## src/rtl/imem_loader.sv

```systemverilog
// Boot loader: turns a length-prefixed big-endian byte stream into sequential instruction memory writes.
// Optional trailing XOR checksum byte is enabled by defining IMEM_LOADER_CHECKSUM_EN.
module imem_loader #(
   parameter int          MAX_WORDS = 1024,
   parameter logic [31:0] BASE_ADDR = 32'h0000_0000
) (
   input  logic        clk,
   input  logic        reset,
   input  logic        start,
   input  logic        in_valid,
   input  logic [7:0]  in_data,
   output logic        in_ready,
   output logic        mem_we,
   output logic [31:0] mem_addr,
   output logic [31:0] mem_wdata,
   output logic        cpu_hold,
   output logic        busy,
   output logic        done,
   output logic        error,
   output logic [10:0] words_loaded
);

`ifdef IMEM_LOADER_CHECKSUM_EN
   typedef enum logic [2:0] {S_IDLE, S_LEN_HI, S_LEN_LO, S_DATA, S_CSUM, S_DONE, S_ERR} state_t;
`else
   typedef enum logic [2:0] {S_IDLE, S_LEN_HI, S_LEN_LO, S_DATA, S_DONE, S_ERR} state_t;
`endif

   localparam logic [16:0] MAX_N = 17'(MAX_WORDS);

   state_t      r_state;
   logic        r_in_ready, r_mem_we, r_cpu_hold, r_busy, r_done, r_error;
   logic [31:0] r_mem_addr, r_mem_wdata, r_asm;
   logic [10:0] r_words_loaded, r_count;
   logic [7:0]  r_len_hi;
   logic [1:0]  r_idx;
   logic        r_fin;
`ifdef IMEM_LOADER_CHECKSUM_EN
   logic [7:0]  r_csum;
`endif

   logic        w_accept;
   logic [15:0] w_len;
   logic [31:0] w_word;
   logic        w_last;

   assign w_accept = in_valid && r_in_ready;
   assign w_len    = {r_len_hi, in_data};
   assign w_word   = {r_asm[23:0], in_data};
   assign w_last   = (r_words_loaded + 11'd1) == r_count;

   always_ff @(posedge clk or posedge reset) begin
      if (reset) begin
         r_state        <= S_IDLE;
         r_in_ready     <= 1'b0;
         r_mem_we       <= 1'b0;
         r_mem_addr     <= BASE_ADDR;
         r_mem_wdata    <= 32'd0;
         r_cpu_hold     <= 1'b0;
         r_busy         <= 1'b0;
         r_done         <= 1'b0;
         r_error        <= 1'b0;
         r_words_loaded <= 11'd0;
         r_count        <= 11'd0;
         r_len_hi       <= 8'd0;
         r_asm          <= 32'd0;
         r_idx          <= 2'd0;
         r_fin          <= 1'b0;
`ifdef IMEM_LOADER_CHECKSUM_EN
         r_csum         <= 8'd0;
`endif
      end else begin
         r_mem_we <= 1'b0;
`ifdef IMEM_LOADER_CHECKSUM_EN
         if (w_accept) r_csum <= r_csum ^ in_data;
`endif
         case (r_state)
            S_IDLE, S_DONE, S_ERR: begin
               if (start) begin
                  r_state        <= S_LEN_HI;
                  r_done         <= 1'b0;
                  r_error        <= 1'b0;
                  r_words_loaded <= 11'd0;
                  r_idx          <= 2'd0;
                  r_busy         <= 1'b1;
                  r_cpu_hold     <= 1'b1;
                  r_in_ready     <= 1'b1;
`ifdef IMEM_LOADER_CHECKSUM_EN
                  r_csum         <= 8'd0;
`endif
               end
            end
            S_LEN_HI: begin
               if (w_accept) begin
                  r_len_hi <= in_data;
                  r_state  <= S_LEN_LO;
               end
            end
            S_LEN_LO: begin
               if (w_accept) begin
                  if ({1'b0, w_len} > MAX_N) begin
                     r_state    <= S_ERR;
                     r_error    <= 1'b1;
                     r_busy     <= 1'b0;
                     r_in_ready <= 1'b0;
                  end else if (w_len == 16'd0) begin
`ifdef IMEM_LOADER_CHECKSUM_EN
                     r_state    <= S_CSUM;
`else
                     r_state    <= S_DONE;
                     r_done     <= 1'b1;
                     r_busy     <= 1'b0;
                     r_cpu_hold <= 1'b0;
                     r_in_ready <= 1'b0;
`endif
                  end else begin
                     r_count <= w_len[10:0];
                     r_state <= S_DATA;
                  end
               end
            end
            S_DATA: begin
               // r_fin marks the write cycle of the final word; leave DATA once it has passed
               if (r_fin) begin
                  r_fin <= 1'b0;
`ifdef IMEM_LOADER_CHECKSUM_EN
                  r_state    <= S_CSUM;
                  r_in_ready <= 1'b1;
`else
                  r_state    <= S_DONE;
                  r_done     <= 1'b1;
                  r_busy     <= 1'b0;
                  r_cpu_hold <= 1'b0;
`endif
               end else if (w_accept) begin
                  r_asm <= w_word;
                  r_idx <= r_idx + 2'd1;
                  if (r_idx == 2'd3) begin
                     r_mem_we       <= 1'b1;
                     r_mem_wdata    <= w_word;
                     r_mem_addr     <= BASE_ADDR + {19'd0, r_words_loaded, 2'b00};
                     r_words_loaded <= r_words_loaded + 11'd1;
                     if (w_last) begin
                        r_fin      <= 1'b1;
                        r_in_ready <= 1'b0;
                     end
                  end
               end
            end
`ifdef IMEM_LOADER_CHECKSUM_EN
            S_CSUM: begin
               if (w_accept) begin
                  r_in_ready <= 1'b0;
                  r_busy     <= 1'b0;
                  if (in_data == r_csum) begin
                     r_state    <= S_DONE;
                     r_done     <= 1'b1;
                     r_cpu_hold <= 1'b0;
                  end else begin
                     r_state <= S_ERR;
                     r_error <= 1'b1;
                  end
               end
            end
`endif
            default: r_state <= S_IDLE;
         endcase
      end
   end

   assign in_ready     = r_in_ready;
   assign mem_we       = r_mem_we;
   assign mem_addr     = r_mem_addr;
   assign mem_wdata    = r_mem_wdata;
   assign cpu_hold     = r_cpu_hold;
   assign busy         = r_busy;
   assign done         = r_done;
   assign error        = r_error;
   assign words_loaded = r_words_loaded;

endmodule

```

## config.mk

```make
export PLATFORM = sky130hd
export DESIGN_NAME = imem_loader
export DESIGN_NICKNAME = d
export VERILOG_FILES = /design/src/rtl/imem_loader.sv
export SDC_FILE = /design/constraint.sdc
export NUM_CORES = 1
export LEC_CHECK = 0
export ABC_AREA = 0
export CAP_MARGIN = 20
export CORE_MARGIN = 2
export CORE_UTILIZATION = 45
export DETAILED_ROUTE_END_ITERATION = 7
export HOLD_SLACK_MARGIN = 0.1
export PLACE_DENSITY = 0.7
export SLEW_MARGIN = 15
export SYNTH_ARGS = -nofsm -noshare
export SYNTH_HDL_FRONTEND = slang
export SYNTH_SLANG_ARGS = --single-unit
```

## constraint.sdc

```tcl
create_clock -name clk -period 4 [get_ports clk]
set_input_delay 0.8 -clock clk [delete_from_list [all_inputs] [get_ports clk]]
set_output_delay 0.8 -clock clk [all_outputs]
set_load 0.03 [all_outputs]
```

==> results_dict.tcl, run 1 <==
set metrics [dict create \
    syn_avg_cell_area_um2 10.8 \
    grt_max_degree 54 \
    areaGrowthSynthToFinish_pct 19.3 \
    synth_area_leader_cell "dfrtp_1" \
    grt_usage 0.189 \
    grt_first_pass_wirelength_um 17300 \
    vias 3535 \
    fmax_ghz 0.311 \
    fin_skew_ns 0.00896 \
    yosysWarnings 0 \
    max-vdd-ir-drop_mv 0.399 \
    dp.final_hpwl_um 7490 \
    syn_area_mm2 0.00496 \
    drc 0 \
    cts_max_path_buffers 2 \
    fp.dieH_um 109 \
    wl_um 10500 \
    grt_pass1_vias 3348 \
    min_from "r_asm[23]" \
    final_nets 539 \
    cts-buffers-inserted 9 \
    synth_top_area_frac 0.550 \
    drtAntennaViolNets 0 \
    critPathMaxFanout 12 \
    startpoint "in_data[0]" \
    layout.cells.most_common "dfrtp_1" \
    synth_edf_count 0 \
    gp_congestion 0.820 \
    synth_area_leaders "dfrtp_1 55%, mux2_2 14%, nand2_1 7.0%, buf_4 3.2%, o21ai_0 2.5%" \
    core-area_mm2 0.0108 \
    final-setup-viol-count 0 \
    fill_cells 959 \
    cts.sinks 109 \
    cts_max_level 3 \
    hp-class "register to register" \
    period_needed_ns 3.21 \
    row_count 38 \
    drt-vias-per-instance 5.28 \
    post_cts_buffers 0 \
    drv_cap 0 \
    drv_slew 0 \
    drive_gt1_frac 0.177 \
    drt_iter0_drc 175 \
    synth_seq_cells 109 \
    timing.rr.start "r_len_hi[1]" \
    ios 93 \
    cts_hold_buffers 0 \
    crit_path_end_kind "register" \
    ys.flop_type "dfrtp_1" \
    clkTransAtPathRegs_ns 0.10 \
    final_cell_mix "109 x dfrtp_1, 92 x nand2_1, 71 x clkdlybuf4s50_1" \
    netlist_instances 457 \
    yosysSeqAreaShare 0.550 \
    cts-root-buf "clkbuf_8" \
    p_leak_nw 2.83 \
    synthArstFlopShare 1.00 \
    ys_types 49 \
    min_period_over_period 0.803 \
    first_pass_iters 5 \
    start_kind "input port" \
    final.setup.tns_ns 0 \
    status "finished clean" \
    antenna-diode-count 0 \
    clock_latency_ns 0.38 \
    whs_ns 0.481 \
    cts_tree "yes" \
    worstPathRequired_ns 4.26 \
    slew_headroom 0.294 \
    worstMarginPinSlew_ns 1.05 \
    hold_viol_final 0 \
    die_area_mm2 0.0119 \
    grt_setup_unrepaired "no" \
    overflow 0 \
    port_buffers 71 \
    start_util 0.459 \
    cp_data_arrival_time_ns 3.47 \
    die_w_um 109 \
    path_class "input port to register" \
    antenna_found_initial 0 \
    wire_per_inst_um 15.7 \
    power_per_cell_area_mw_per_mm2 472 \
    cts_resized 0 \
]
-- layer usage --
| layer | track usage | routed length (um) |
|---|---|---|
| met1 | 0.268 | 4880 |
| met2 | 0.287 | 4890 |
| met4 | 0.0769 | 208 |
| met3 | 0.0347 | 568 |
| met5 | 0 | 0 |
-- power by group --
group          internal, mW  switching [mW]  leakage [nW]
Combinational         0.281           0.415          1.28
Clock                 0.228           0.380        0.0792
Sequential             1.30           0.188          1.47
-- kinds of logic after synthesis --
| family | Yosys count | synth area share |
|---|---|---|
| other cells | 1 | 0.000757 |
| mux | 61 | 0.138 |
| compound gates | 58 | 0.0725 |
| buf+inv | 52 | 0.0568 |
| fa+ha+maj | 2 | 0.00505 |
| xor+xnor | 14 | 0.0247 |
| simple gates | 160 | 0.151 |
| flops | 109 | 0.550 |
-- critical path: stages --
cell             delay, ns
clkdlybuf4s50_1       0.48
nor4_1                0.52
a31oi_1               0.22
or4b_4                0.59
nor3_4                0.45
mux2_2                0.40
-- registers in the layout, indices dropped and copies added, names as in the netlist, 2 cells and up --
name	count
mem_wdata	32
r_count	11
r_idx	2
words_loaded	11
r_len_hi	8
mem_addr	11
r_asm	24
r_state	3
-- Yosys cell counts (2+ instances only) --
cell         n
or3_1        4
xor2_1       5
and4_1       2
dfrtp_1    109
clkbuf_1    20
nand2b_1     3
nand4_1      6
o31ai_1      5
nand2_1     93
nor3_1       4
a21oi_1     10
o21ai_0     25
a31oi_1      2
buf_4       21
a22o_1       2
a2111oi_0    2
mux2_2      60
nor2_1      18
xnor2_1      9
inv_1       10
nor4b_1      2
o22ai_1      4
nor2b_1      2
ha_1         2
nor4_1       4
nand3_1     10
-- stage by stage --
step           utilization  setup WS, ns  cells  cell area (um^2)  power [mW]
5_1_grt              0.548         0.605    670              5910        2.97
2_1_floorplan            -         0.326    477              5030        1.98
3_5_place_dp         0.532         0.405    654              5740        2.20
6_report             0.548         0.788    670              5910        2.79
4_1_cts              0.548         0.814    670              5910        2.80
3_3_place_gp         0.532         0.487    654              5740        2.17
-- cell type report --
type / count / area [um^2] / share of cell area
timing repair buffer: 79 / 771 / 0.130
sequential: 109 / 2730 / 0.461
tap: 140 / 175 / 0.0296
multi-input combinational: 316 / 2020 / 0.342
clock inverter: 7 / 51.3 / 0.00868
inverter: 10 / 40.0 / 0.00677
clock buffer: 9 / 124 / 0.0209
-- final timing paths --
path	to	slack, ns	depth (start not counted)
min	r_asm[23]	0.48	2
max	r_count[2]	0.79	6
min reg2reg	r_asm[23]	0.48	2
max reg2reg	r_count[2]	1.41	5
max in group asynchronous	mem_we	2.34	3
min in group asynchronous	mem_wdata[18]	0.86	2
No activity file was read; power rests on OpenSTA's default activity.
==> run 2: changes to the inputs <==
clock period = 3.2 ns   (was 4 ns; I/O delays follow)
==> run 2 against run 1 <==
Against the previous run:
- count of clock-buffer cells in the layout is 3 higher
- cell area is 2.5% higher
- combinational power is 26% higher
- via count is 0.11% lower
- critical path depth is 1 higher
- total power is 31% higher
- largest cell class unchanged
- highest routed layer unchanged
==> results_dict.tcl, run 2 (synthesis gave the netlist of run 1 again) <==
set metrics [dict create \
    grt_max_degree 45 \
    slew_headroom 0.535 \
    drv_cap 0 \
    die_area_mm2 0.0119 \
    cp_slowest_stage_delay_ns 0.58 \
    cts-root-buf "clkbuf_8" \
    cts_tree "yes" \
    cts_max_path_buffers 2 \
    cp_slowest_cell "or4b_4" \
    die_w_um 109 \
    p_leak_nw 2.91 \
    max-vdd-ir-drop_mv 0.397 \
    antenna_found_initial 0 \
    final_nets 547 \
    final.setup.tns_ns 0 \
    power_per_cell_area_mw_per_mm2 605 \
    cts_resized 0 \
    overflow 0 \
    power.total_mw 3.67 \
    wl_um 10300 \
    preCtsSetupSlack_ns 0.0781 \
    path_class "input port to register" \
    core-area_mm2 0.0108 \
    cts_max_level 3 \
    grt_pass1_vias 3387 \
    row_count 38 \
    fill_cells 958 \
    final-setup-viol-count 0 \
    ios 93 \
    port_buffers 71 \
    drt_iter0_drc 148 \
    cts-buffers-inserted 9 \
    fmax_ghz 0.364 \
    first_pass_iters 4 \
    cts.sinks 109 \
    reg2reg_setup_slack_ns 0.89 \
    vias 3531 \
    clkTransAtPathRegs_ns 0.10 \
    crit_path_end_kind "register" \
    fp.dieH_um 109 \
    start_kind "input port" \
    drive_gt1_frac 0.186 \
    dp.final_hpwl_um 7240 \
    antenna-diode-count 0 \
    critPathMaxFanout 12 \
    post_cts_buffers 0 \
    status "finished clean" \
    hold_viol_final 0 \
    period_needed_ns 2.75 \
    fin_skew_ns 0.0104 \
    hp-class "register to register" \
    cp_data_arrival_time_ns 3.01 \
    start_util 0.459 \
    cts_hold_buffers 0 \
    worstMarginPinSlew_ns 0.696 \
    layout.cells.most_common "dfrtp_1" \
    clock_latency_ns 0.38 \
    fin_ws_ns 0.455 \
    areaGrowthSynthToFinish_pct 22.3 \
    cp_cell_sequence "clkdlybuf4s50_1 -> nor4_1 -> a31oi_1 -> or4b_4 -> nor3_4 -> buf_12 -> mux2_2" \
    drv_slew 0 \
    drt-vias-per-instance 5.21 \
    place_area_mm2 0.00584 \
    min_period_over_period 0.858 \
    grt_first_pass_wirelength_um 17000 \
    drc 0 \
    worstPathRequired_ns 3.47 \
    drtAntennaViolNets 0 \
    gp_congestion 0.856 \
    grt_usage 0.186 \
    largest_reg_flops 32 \
    wire_per_inst_um 15.1 \
    grt_setup_unrepaired "no" \
    final_cell_mix "109 x dfrtp_1, 92 x nand2_1, 71 x clkdlybuf4s50_1" \
    final_area_mm2 0.00606 \
]
==> run 2: routing by layer <==
layer	up-vias	GRT usage	part of all wire
met4	0	0.0742	0.018
met1	1727	0.268	0.48
met2	105	0.281	0.46
li1	1684	-	-
met5	-	0	0
met3	15	0.0323	0.047
==> run 2: worst paths after layout <==
check | start | to | depth (start not counted)
setup / recovery | in_data[0] | r_count[6] | 7
hold / removal | r_asm[19] | r_asm[19] | 2
setup reg to reg | r_state[1] | words_loaded[4] | 5
hold reg to reg | r_asm[19] | r_asm[19] | 2
max in group asynchronous | reset | mem_we | 3
min in group asynchronous | reset | mem_wdata[30] | 2
==> run 2: per-stage QoR <==
step	hold WS, ns	utilization	std cells
after detailed placement	0.465	0.541	662
after global routing	0.509	0.562	678
after floorplan	0.442	-	477
after CTS	0.488	0.562	678
after global placement	0.458	0.541	662
final	0.483	0.562	678
==> run 2: layout make-up <==
type                    instances  area [um^2]  area share
clock buffers                  12          145      0.0239
multi-input cells             316         2020       0.334
clock inverters                 4         80.1      0.0132
inverters                      10         41.3     0.00681
well taps                     140          175      0.0289
flip-flops and latches        109         2730       0.450
repair buffers                 87          868       0.143
==> run 2: where the power goes <==
group          internal [mW]  total, mW  switching (mW)
sequential              1.63       1.86           0.231
clock                  0.470      0.935           0.465
combinational          0.363      0.876           0.512
==> run 2: critical path: cells and delay by family <==
family | cells | cell delay, ns
muxes | 1 | 0.34
and+or+nand+nor | 3 | 1.25
buffers and inverters | 2 | 0.58
AOI/OAI and AO/OA | 1 | 0.21
==> run 3: changes to the inputs <==
--- a/config.mk
+++ b/config.mk
@@ -8,5 +8,5 @@
 export ABC_AREA = 0
 export CAP_MARGIN = 20
-export CORE_MARGIN = 2
+export CORE_MARGIN = 5
 export CORE_UTILIZATION = 45
 export DETAILED_ROUTE_END_ITERATION = 7
==> constraint.sdc (replaced) <==
create_clock -name clk -period 3.2 [get_ports clk]
set_input_delay 0.64 -clock clk [delete_from_list [all_inputs] [get_ports clk]]
set_output_delay 0.64 -clock clk [all_outputs]
set_load 0.005 [all_outputs]
==> run 3 against run 2 <==
Against the previous run:
- routed wire length fell by 0.19%
- flip-flop and latch count stayed put
- critical path depth is the same
- worst hold slack got worse by 0.0065 ns
- clock power down 12%
- via count is 1.9% lower
- cell area shrank 0.78%
- combinational power decreased by 12%
- sequential power about the same
- total power down 5.9%
- core utilization fell by 0.68 points
- critical endpoint is now r_count[5]
==> results_dict.tcl, run 3 (synthesis gave the netlist of run 1 again) <==
set metrics [dict create \
    status "finished clean" \
    final_cells 676 \
    final_cell_mix "109 x dfrtp_1, 92 x nand2_1, 71 x clkdlybuf4s50_1" \
    cts-root-buf "clkbuf_8" \
    largest_reg_flops 32 \
    port_buffers 71 \
    reg2reg_setup_slack_ns 0.81 \
    wire_per_inst_um 15.2 \
    hold_path_depth 2 \
    p_leak_nw 2.89 \
    dp.final_hpwl_um 7220 \
    min_from "r_asm[23]" \
    cts_hold_buffers 0 \
    period_needed_ns 2.71 \
    final.setup.tns_ns 0 \
    final-setup-viol-count 0 \
    fin_skew_ns 0.0177 \
    start_kind "input port" \
    cts-buffers-inserted 9 \
    vias 3465 \
    clock_latency_ns 0.36 \
    min_to "r_asm[23]" \
    min_period_over_period 0.847 \
    grt_first_pass_wirelength_um 16800 \
    core-area_mm2 0.0108 \
    wl_um 10200 \
    start_util 0.457 \
    drtAntennaViolNets 0 \
    fin_ws_ns 0.489 \
    gp_congestion 0.847 \
    drive_gt1_frac 0.187 \
    power_per_cell_area_mw_per_mm2 574 \
    cts_max_level 3 \
    critPathMaxFanout 12 \
    fmax_ghz 0.369 \
    areaGrowthSynthToFinish_pct 21.4 \
    cts_max_path_buffers 2 \
    die_w_um 115 \
    cts_tree "yes" \
    antenna-diode-count 0 \
    drv_cap 0 \
    slew_headroom 0.509 \
    preCtsSetupSlack_ns 0.104 \
    grt_max_degree 110 \
    ios 93 \
    worstMarginPinSlew_ns 0.728 \
    die_area_mm2 0.0132 \
    r2r-end "words_loaded[7]" \
    hold_viol_final 0 \
    timing.rr.start "r_state[1]" \
    first_pass_iters 4 \
    post_cts_buffers 0 \
    worstPathRequired_ns 3.45 \
    path_class "input port to register" \
    cts.sinks 109 \
    final_nets 545 \
    ff2ff_path_depth 5 \
    grt_setup_unrepaired "no" \
    hp-class "register to register" \
    drv_slew 0 \
    max-vdd-ir-drop_mv 0.319 \
    cts_resized 0 \
    placed_cells 660 \
    clkTransAtPathRegs_ns 0.10 \
    crit_path_end_kind "register" \
    drc 0 \
    row_count 38 \
    grt_usage 0.158 \
    drt_iter0_drc 149 \
    overflow 0 \
    antenna_found_initial 0 \
    drt-vias-per-instance 5.13 \
    fp.dieH_um 115 \
    layout.cells.most_common "dfrtp_1" \
    cp_data_arrival_time_ns 2.96 \
    grt_pass1_vias 3337 \
]
==> run 3: final cells by class <==
cell class	instances	area (um^2)
fillers	952	4830
flip-flops and latches	109	2730
multi-input cells	316	2020
repair buffers	85	841
well taps	140	175
clock buffers	11	151
clock inverters	5	53.8
inverters	10	41.3
==> run 3: per-layer routing <==
layer  track usage  part of all wire
met5             0                 0
met4        0.0454            0.0091
met3        0.0274             0.051
met2         0.250              0.47
met1         0.226              0.47
==> run 3: worst max-delay path by stage <==
| stage | from | end | slack (ns) | depth (start not counted) |
|---|---|---|---|---|
| 5_1_grt | in_data[0] | r_count[5] | 0.32 | 7 |
| 3_5_place_dp | in_data[0] | r_count[6] | 0.10 | 7 |
| 2_1_floorplan | in_data[6] | r_count[0] | 0.66 | 6 |
| 4_1_cts | in_data[0] | r_count[5] | 0.49 | 7 |
| 6_report | in_data[0] | r_count[5] | 0.49 | 7 |
| 3_3_place_gp | in_data[0] | r_count[6] | 0.15 | 7 |
==> run 3: report_power, final <==
group | switching (mW) | leakage [nW] | internal [mW]
logic | 0.414 | 1.31 | 0.359
registers | 0.234 | 1.47 | 1.63
clock network | 0.475 | 0.105 | 0.344
total | 1.12 | 2.89 | 2.33
==> run 3: through the flow <==
stage          power, mW  instance area, um^2   util  hold WS, ns
5_1_grt             3.68                 6010  0.555        0.501
6_report            3.45                 6010  0.555        0.477
3_3_place_gp        2.62                 5810  0.536        0.457
2_1_floorplan       2.38                 5030      -        0.442
3_5_place_dp        2.66                 5810  0.536        0.458
4_1_cts             3.48                 6010  0.555        0.485
==> run 3: critical path, cell delays in order <==
cell and delay, ns:
clkdlybuf4s50_1 0.42, nor4_1 0.45, a31oi_1 0.21, or4b_4 0.58
nor3_4 0.16, buf_12 0.16, mux2_2 0.34
